--- config.mk ---
export PLATFORM = sky130hd
export DESIGN_NAME = traffic_light_controller
export DESIGN_NICKNAME = d
export VERILOG_FILES = /design/src/rtl/traffic_pkg.sv /design/src/rtl/wait_watchdog.sv /design/src/rtl/traffic_light_controller.sv
export SDC_FILE = /design/constraint.sdc
export NUM_CORES = 1
export LEC_CHECK = 0
export BUFFER_PORTS_ARGS = -buffer_cell sky130_fd_sc_hd__buf_2
export CELL_PAD_IN_SITES_DETAIL_PLACEMENT = 2
export CELL_PAD_IN_SITES_GLOBAL_PLACEMENT = 2
export CORE_ASPECT_RATIO = 0.7
export CORE_MARGIN = 1
export CORE_UTILIZATION = 38
export DETAILED_ROUTE_END_ITERATION = 10
export PLACE_DENSITY = 0.91
export SLEW_MARGIN = 0
export SYNTH_ARGS = -nofsm -noshare
export SYNTH_HDL_FRONTEND = slang
export SYNTH_HIERARCHICAL = 1
export SYNTH_SLANG_ARGS = --single-unit
export TNS_END_PERCENT = 30
--- constraint.sdc ---
create_clock -name clk -period 3.58 [get_ports clk]
set_clock_uncertainty 0.2 [all_clocks]
set_input_delay 0.358 -clock clk [delete_from_list [all_inputs] [get_ports clk]]
set_output_delay 0.358 -clock clk [all_outputs]
set_load 0.1 [all_outputs]
--- src/rtl/traffic_pkg.sv ---
// Shared types and encodings for the traffic light controller.
//   phase_t      : signal phases, plus the terminal FAULT phase
//   sub_t        : per-phase substate (ISSUE = timer start cycle, WAIT = timer running)
//   LIGHT_*      : one-hot {red,yellow,green} lamp encodings
//   next_phase() : phase rotation, with the walk phase inserted after ALL_RED_2
//   phase_lights(): {ns, ew} lamp pattern for a phase
package traffic_pkg;

  typedef enum logic [2:0] {
    PH_ALL_RED_2 = 3'd0,
    PH_WALK      = 3'd1,
    PH_NS_GREEN  = 3'd2,
    PH_NS_YELLOW = 3'd3,
    PH_ALL_RED_1 = 3'd4,
    PH_EW_GREEN  = 3'd5,
    PH_EW_YELLOW = 3'd6,
    PH_FAULT     = 3'd7
  } phase_t;

  typedef enum logic {
    SUB_ISSUE = 1'b0,
    SUB_WAIT  = 1'b1
  } sub_t;

  localparam logic [2:0] LIGHT_RED    = 3'b100;
  localparam logic [2:0] LIGHT_YELLOW = 3'b010;
  localparam logic [2:0] LIGHT_GREEN  = 3'b001;
  localparam logic [2:0] LIGHT_DARK   = 3'b000;

  function automatic phase_t next_phase(input phase_t ph, input logic ped_pending);
    phase_t nxt;
    case (ph)
      PH_ALL_RED_2: nxt = ped_pending ? PH_WALK : PH_NS_GREEN;
      PH_WALK:      nxt = PH_NS_GREEN;
      PH_NS_GREEN:  nxt = PH_NS_YELLOW;
      PH_NS_YELLOW: nxt = PH_ALL_RED_1;
      PH_ALL_RED_1: nxt = PH_EW_GREEN;
      PH_EW_GREEN:  nxt = PH_EW_YELLOW;
      PH_EW_YELLOW: nxt = PH_ALL_RED_2;
      default:      nxt = PH_FAULT;
    endcase
    return nxt;
  endfunction

  // Returns {ns, ew}.
  function automatic logic [5:0] phase_lights(input phase_t ph);
    logic [5:0] l;
    case (ph)
      PH_NS_GREEN:  l = {LIGHT_GREEN,  LIGHT_RED};
      PH_NS_YELLOW: l = {LIGHT_YELLOW, LIGHT_RED};
      PH_EW_GREEN:  l = {LIGHT_RED,    LIGHT_GREEN};
      PH_EW_YELLOW: l = {LIGHT_RED,    LIGHT_YELLOW};
      default:      l = {LIGHT_RED,    LIGHT_RED};
    endcase
    return l;
  endfunction

endpackage

--- src/rtl/wait_watchdog.sv ---
// Watchdog for the WAIT substate: a down-counter reloaded with `limit` on
// clear, decremented on each enabled cycle, flagging the last allowed cycle.
// Ports:
//   clk, rst  : clock, synchronous active-high reset (reloads the counter)
//   clear     : reload to limit (driven during ISSUE)
//   enable    : count this cycle (driven during WAIT)
//   limit     : number of enabled cycles allowed
//   expired   : this enabled cycle is the limit-th one
module wait_watchdog (
  input  logic       clk,
  input  logic       rst,
  input  logic       clear,
  input  logic       enable,
  input  logic [7:0] limit,
  output logic       expired
);

  logic [7:0] remaining;

  always_ff @(posedge clk) begin
    if (rst || clear) begin
      remaining <= limit;
    end else if (enable && (remaining != 8'd0)) begin
      remaining <= remaining - 8'd1;
    end
  end

  // Terminal count at 1 so the fault is taken on the edge closing the
  // limit-th WAIT cycle, not one cycle later.
  assign expired = enable && (remaining <= 8'd1);

endmodule

--- src/rtl/traffic_light_controller.sv ---
// Intersection sequencer: rotates NS/EW green-yellow-red phases with all-red
// clearances, an optional pedestrian walk phase, and a watchdog on the
// external phase timer that drops into a sticky flashing-red fault.
// Ports:
//   clk, rst            : clock, synchronous active-high reset
//   timer_done          : phase timer elapsed (one-cycle pulse)
//   ped_req             : pedestrian request, latched until WALK is entered
//   timer_go, timer_len : phase timer start pulse and duration code
//   ns_light, ew_light  : one-hot {red,yellow,green} lamps
//   walk                : pedestrian walk lamp
//   fault               : sticky watchdog fault
//
// phase        | meaning
// ALL_RED_2    | clearance before NS (and walk decision point)
// WALK         | pedestrian crossing, all traffic red
// NS_GREEN     | north-south go
// NS_YELLOW    | north-south caution
// ALL_RED_1    | clearance before EW
// EW_GREEN     | east-west go
// EW_YELLOW    | east-west caution
// FAULT        | timer lost; flash red, wait for reset
// Each non-fault phase has substates ISSUE (one cycle, starts timer) and WAIT.
module traffic_light_controller
  import traffic_pkg::*;
#(
  parameter logic [3:0] GREEN_LEN  = 4'hA,
  parameter logic [3:0] YELLOW_LEN = 4'h3,
  parameter logic [3:0] RED_LEN    = 4'h1,
  parameter logic [3:0] WALK_LEN   = 4'h8,
  parameter logic [7:0] TIMEOUT    = 8'd64,
  parameter logic [3:0] FLASH_HALF = 4'h8
) (
  input  logic       clk,
  input  logic       rst,
  input  logic       timer_done,
  input  logic       ped_req,
  output logic       timer_go,
  output logic [3:0] timer_len,
  output logic [2:0] ns_light,
  output logic [2:0] ew_light,
  output logic       walk,
  output logic       fault
);

  phase_t     phase;
  sub_t       sub;
  logic       started;
  logic       ped_latch;
  logic [3:0] flash_cnt;
  logic       wd_expired;

  phase_t     enter_ph;
  logic       advance;
  logic       enter_walk;

  function automatic logic [3:0] phase_len(input phase_t ph);
    logic [3:0] len;
    case (ph)
      PH_ALL_RED_1, PH_ALL_RED_2: len = RED_LEN;
      PH_WALK:                    len = WALK_LEN;
      PH_NS_GREEN, PH_EW_GREEN:   len = GREEN_LEN;
      PH_NS_YELLOW, PH_EW_YELLOW: len = YELLOW_LEN;
      default:                    len = 4'h0;
    endcase
    return len;
  endfunction

  // Reset parks the FSM in ALL_RED_2/ISSUE with outputs quiet; the first
  // edge out of reset presents that ISSUE (timer_go) rather than skipping it.
  always_comb begin
    enter_ph   = started ? next_phase(phase, ped_latch) : PH_ALL_RED_2;
    advance    = (phase != PH_FAULT) &&
                 (!started || ((sub == SUB_WAIT) && timer_done));
    enter_walk = advance && (enter_ph == PH_WALK);
  end

  wait_watchdog u_wait_watchdog (
    .clk     (clk),
    .rst     (rst),
    .clear   (sub == SUB_ISSUE),
    .enable  ((sub == SUB_WAIT) && (phase != PH_FAULT)),
    .limit   (TIMEOUT),
    .expired (wd_expired)
  );

  always_ff @(posedge clk) begin
    if (rst) begin
      phase     <= PH_ALL_RED_2;
      sub       <= SUB_ISSUE;
      started   <= 1'b0;
      ped_latch <= 1'b0;
      flash_cnt <= 4'd0;
      timer_go  <= 1'b0;
      timer_len <= 4'h0;
      ns_light  <= LIGHT_RED;
      ew_light  <= LIGHT_RED;
      walk      <= 1'b0;
      fault     <= 1'b0;
    end else begin
      // Entering WALK consumes the request, even one arriving on that edge.
      if (enter_walk) begin
        ped_latch <= 1'b0;
      end else if (ped_req) begin
        ped_latch <= 1'b1;
      end

      if (phase == PH_FAULT) begin
        if (flash_cnt == 4'd0) begin
          ns_light  <= (ns_light == LIGHT_RED) ? LIGHT_DARK : LIGHT_RED;
          ew_light  <= (ew_light == LIGHT_RED) ? LIGHT_DARK : LIGHT_RED;
          flash_cnt <= FLASH_HALF - 4'd1;
        end else begin
          flash_cnt <= flash_cnt - 4'd1;
        end
      end else if (advance) begin
        started                <= 1'b1;
        phase                  <= enter_ph;
        sub                    <= SUB_ISSUE;
        timer_go               <= 1'b1;
        timer_len              <= phase_len(enter_ph);
        {ns_light, ew_light}   <= phase_lights(enter_ph);
        walk                   <= (enter_ph == PH_WALK);
      end else if (sub == SUB_ISSUE) begin
        sub      <= SUB_WAIT;
        timer_go <= 1'b0;
      end else if (wd_expired) begin
        phase     <= PH_FAULT;
        fault     <= 1'b1;
        walk      <= 1'b0;
        timer_go  <= 1'b0;
        ns_light  <= LIGHT_RED;
        ew_light  <= LIGHT_RED;
        flash_cnt <= FLASH_HALF - 4'd1;
      end
    end
  end

endmodule

==> reports/qor.yml <==
netSwitchingPower_mw: 0.2674
status: "finished, final reports clean"
placed_cell_area_um2: 1723
hold_violations: 0
cpPeakStageDelay_ns: 0.69
fin_area_um2: 1814
path_depth: 6
whs_path_depth: 3
grt_pass1_vias: 1614
clk_path_buf_depth: 2
numCtsBuffers: 5
slew_violations: 0
seq_area_frac_synth_pct: 42.14
post_cts_resized: 0
syn_to_final_growth_pct: 12.32
yosys.area_share.simple_pct: 21.84
switching_share_pct: 32.17
worstSetupEndpointType: "flip-flop"
drtIter0Drc: 76
yosys-top-cells-area: "dfxtp_1 (27%), edfxtp_1 (15%), nor2_1 (4.2%)"
dpl_worst_slack_ns: 0.9768
cts_setup_buffers: 0
finalSetupViolations: 0
startpoint_type: "flip-flop"
ys_warn_count: 6
cts-root-buf: "clkbuf_8"
reg2regPathDepth: 6
fin_crit_sh_pct: 75.78
synth-xor-area-share_pct: 1.084
synth_area_um2: 1615
synth_top_area_share_pct: 27.27
synth_top_family_by_area: "compound AO/OA/AOI/OAI gates"
clkPwrFrac_pct: 34.3
io_buffers: 15
drv_cap: 0
dp.cells: 247
layoutNonFillerInstCount: 255
crit_type: "reg2reg"
route.detailed.drc: 0
ant_nets: 0
hold_buffers: 0
critical-path-slowest-cell: "nor4_1"
total_power_mw: 0.8313
antenna_found_initial: 0
start_util_pct: 40.44
synth-adder-area-share_pct: 3.873
p_leak_nw: 0.7259
synth_edf_count: 8
tightest_slew_ns: 0.7397
p_int_mw: 0.5638
die_h_um: 56.55
viasPerCell: 5.792
diodes: 0
combPwrFrac_pct: 17.8
setup_ws_ns: 0.8671
vias: 1477
grt-ovfl-total: 0
cts.sinks: 30
wl_per_cell_um: 20.17
row_count: 19
cp_cell_sequence: "nor4_1 > o2111a_1 > and2_1 > a31o_2 > nor2_1 > a211oi_1"
synthDistinctLibCells: 55
required_ns: 3.55
clk_pin_slew_ns: 0.06
ys_async_sr_fraction_pct: 0
grt_first_pass_wirelength_um: 8611
dieArea_um2: 4520
mostFrequentLayoutCells: "dfxtp_1 (22), nor2_1 (18), buf_2 (15)"
final_common_cell: "dfxtp_1"
fin_crit_ns: 2.713
final_layout_size_suffix_gt1_share_pct: 16.75
synth_flop_cell: "dfxtp_1"
place.detailed.hpwl_um: 3688
max_freq_ghz: 0.3686
grt_usage_pct: 26.01
slew_headroom_pct: 50.24
gp_congestion: 0.8647
nNetsFinal: 211
crit_arrival_ns: 2.69
synth-compound-area-share_pct: 24.40
crit_family: "simple AND/OR/NAND/NOR gates"
muxShareOfSynthArea_pct: 0
avgSynthCellArea_um2: 8.827
holdCritPathClass: "in2reg"
clk-insertion-delay-late_ns: 0.28
io_pins: 17
finalSetupTns_ns: 0
rsz0062_at_grt: "no"
coreArea_um2: 3994
path_buf_inv: 0
cts_tree: "built"
path_max_fanout: 8
grt_max_degree: 22
die_x_um: 79.93
finalWirelength_um: 5144
netlist_instances: 183
p_seq_share_pct: 47.8
p_per_area_nw_per_um2: 458.2
irDropWorstVdd_uv: 226.6
drt_first_pass_iters: 4
h-tree-depth: 2
synth_top_cell_by_area: "dfxtp_1"
ys_seq_elements: 30
[logic make-up (layout without fill, tap and decap cells)]
kind of cell / after synthesis / after routing
adder cells (fa/ha/maj): 5 / 5
other: 2 / 9
AO/OA/AOI/OAI: 57 / 57
AND/OR/NAND/NOR: 66 / 66
buffers and inverters: 21 / 34
XOR/XNOR: 2 / 2
flip-flops: 30 / 30
[power groups by stage]
stage	registers, mW	clock network (mW)	logic, mW
finish	0.397	0.285	0.148
global route	0.402	0.308	0.159
CTS	0.397	0.291	0.148
detailed placement	0.404	0	0.144
global placement	0.400	0	0.137
floorplan	0.435	0	0.0785
[flip-flops by register name (all words and copies together) (netlist names)]
signal	cells
u_wait_watchdog/remaining	8
sub	1
timer_go	1
fault	1
phase	3
ns_light	3
started	1
ped_latch	1
flash_cnt	4
ew_light	3
walk	1
timer_len	3
[worst reg2reg max path: cells and delay by family, from the launching register on]
family / cells / cell delay, ns
and+or+nand+nor: 3 / 1.09
AOI/OAI and AO/OA: 3 / 0.88
DFF: 1 / 0.44
[path summary, 6_finish.rpt]
check                                     from      endpoint  slack, ns
setup / recovery  u_wait_watchdog/remaining[4]  flash_cnt[0]       0.87
hold / removal                         ped_req     ped_latch       0.16
setup reg to reg  u_wait_watchdog/remaining[4]  flash_cnt[0]       0.87
hold reg to reg                       timer_go      timer_go       0.29
[routing by layer]
| layer | track usage (%) | wire, µm | vias up |
|---|---|---|---|
| met5 | 0 | 0 | - |
| met4 | 8.929 | 102 | 0 |
| met3 | 5.854 | 163 | 11 |
| met2 | 40.54 | 2432 | 30 |
| met1 | 35.43 | 2446 | 733 |
| li1 | - | - | 703 |
[stage by stage]
step	utilization (%)	hold slack [ns]
2_1_floorplan	-	0.2610
4_1_cts	45.43	0.1603
3_5_place_dp	43.14	0.2841
5_1_grt	45.43	0.1786
6_report	45.43	0.1555
3_3_place_gp	43.14	0.2656
[layout make-up]
type                       instances  area (µm²)
clock buffer                       7       86.33
multi-input combinational        139       860.8
sequential                        30       680.7
inverter                          11       41.29
fill                             465        2180
timing repair buffer              15       75.07
tap                               52       65.06
clock inverter                     1       5.005
[Yosys cell counts, types with 3 or more instances]
cell	instances
inv_1	10
edfxtp_1	8
nand3_1	5
o21ai_0	11
a31oi_1	3
a211oi_1	4
nor2_1	18
nand2_1	13
nor3_1	11
buf_2	5
dfxtp_1	22
a21oi_1	12
ha_1	5
o2bb2ai_1	3
a21o_1	3
Note: power is estimated with default switching activity, not from simulation.
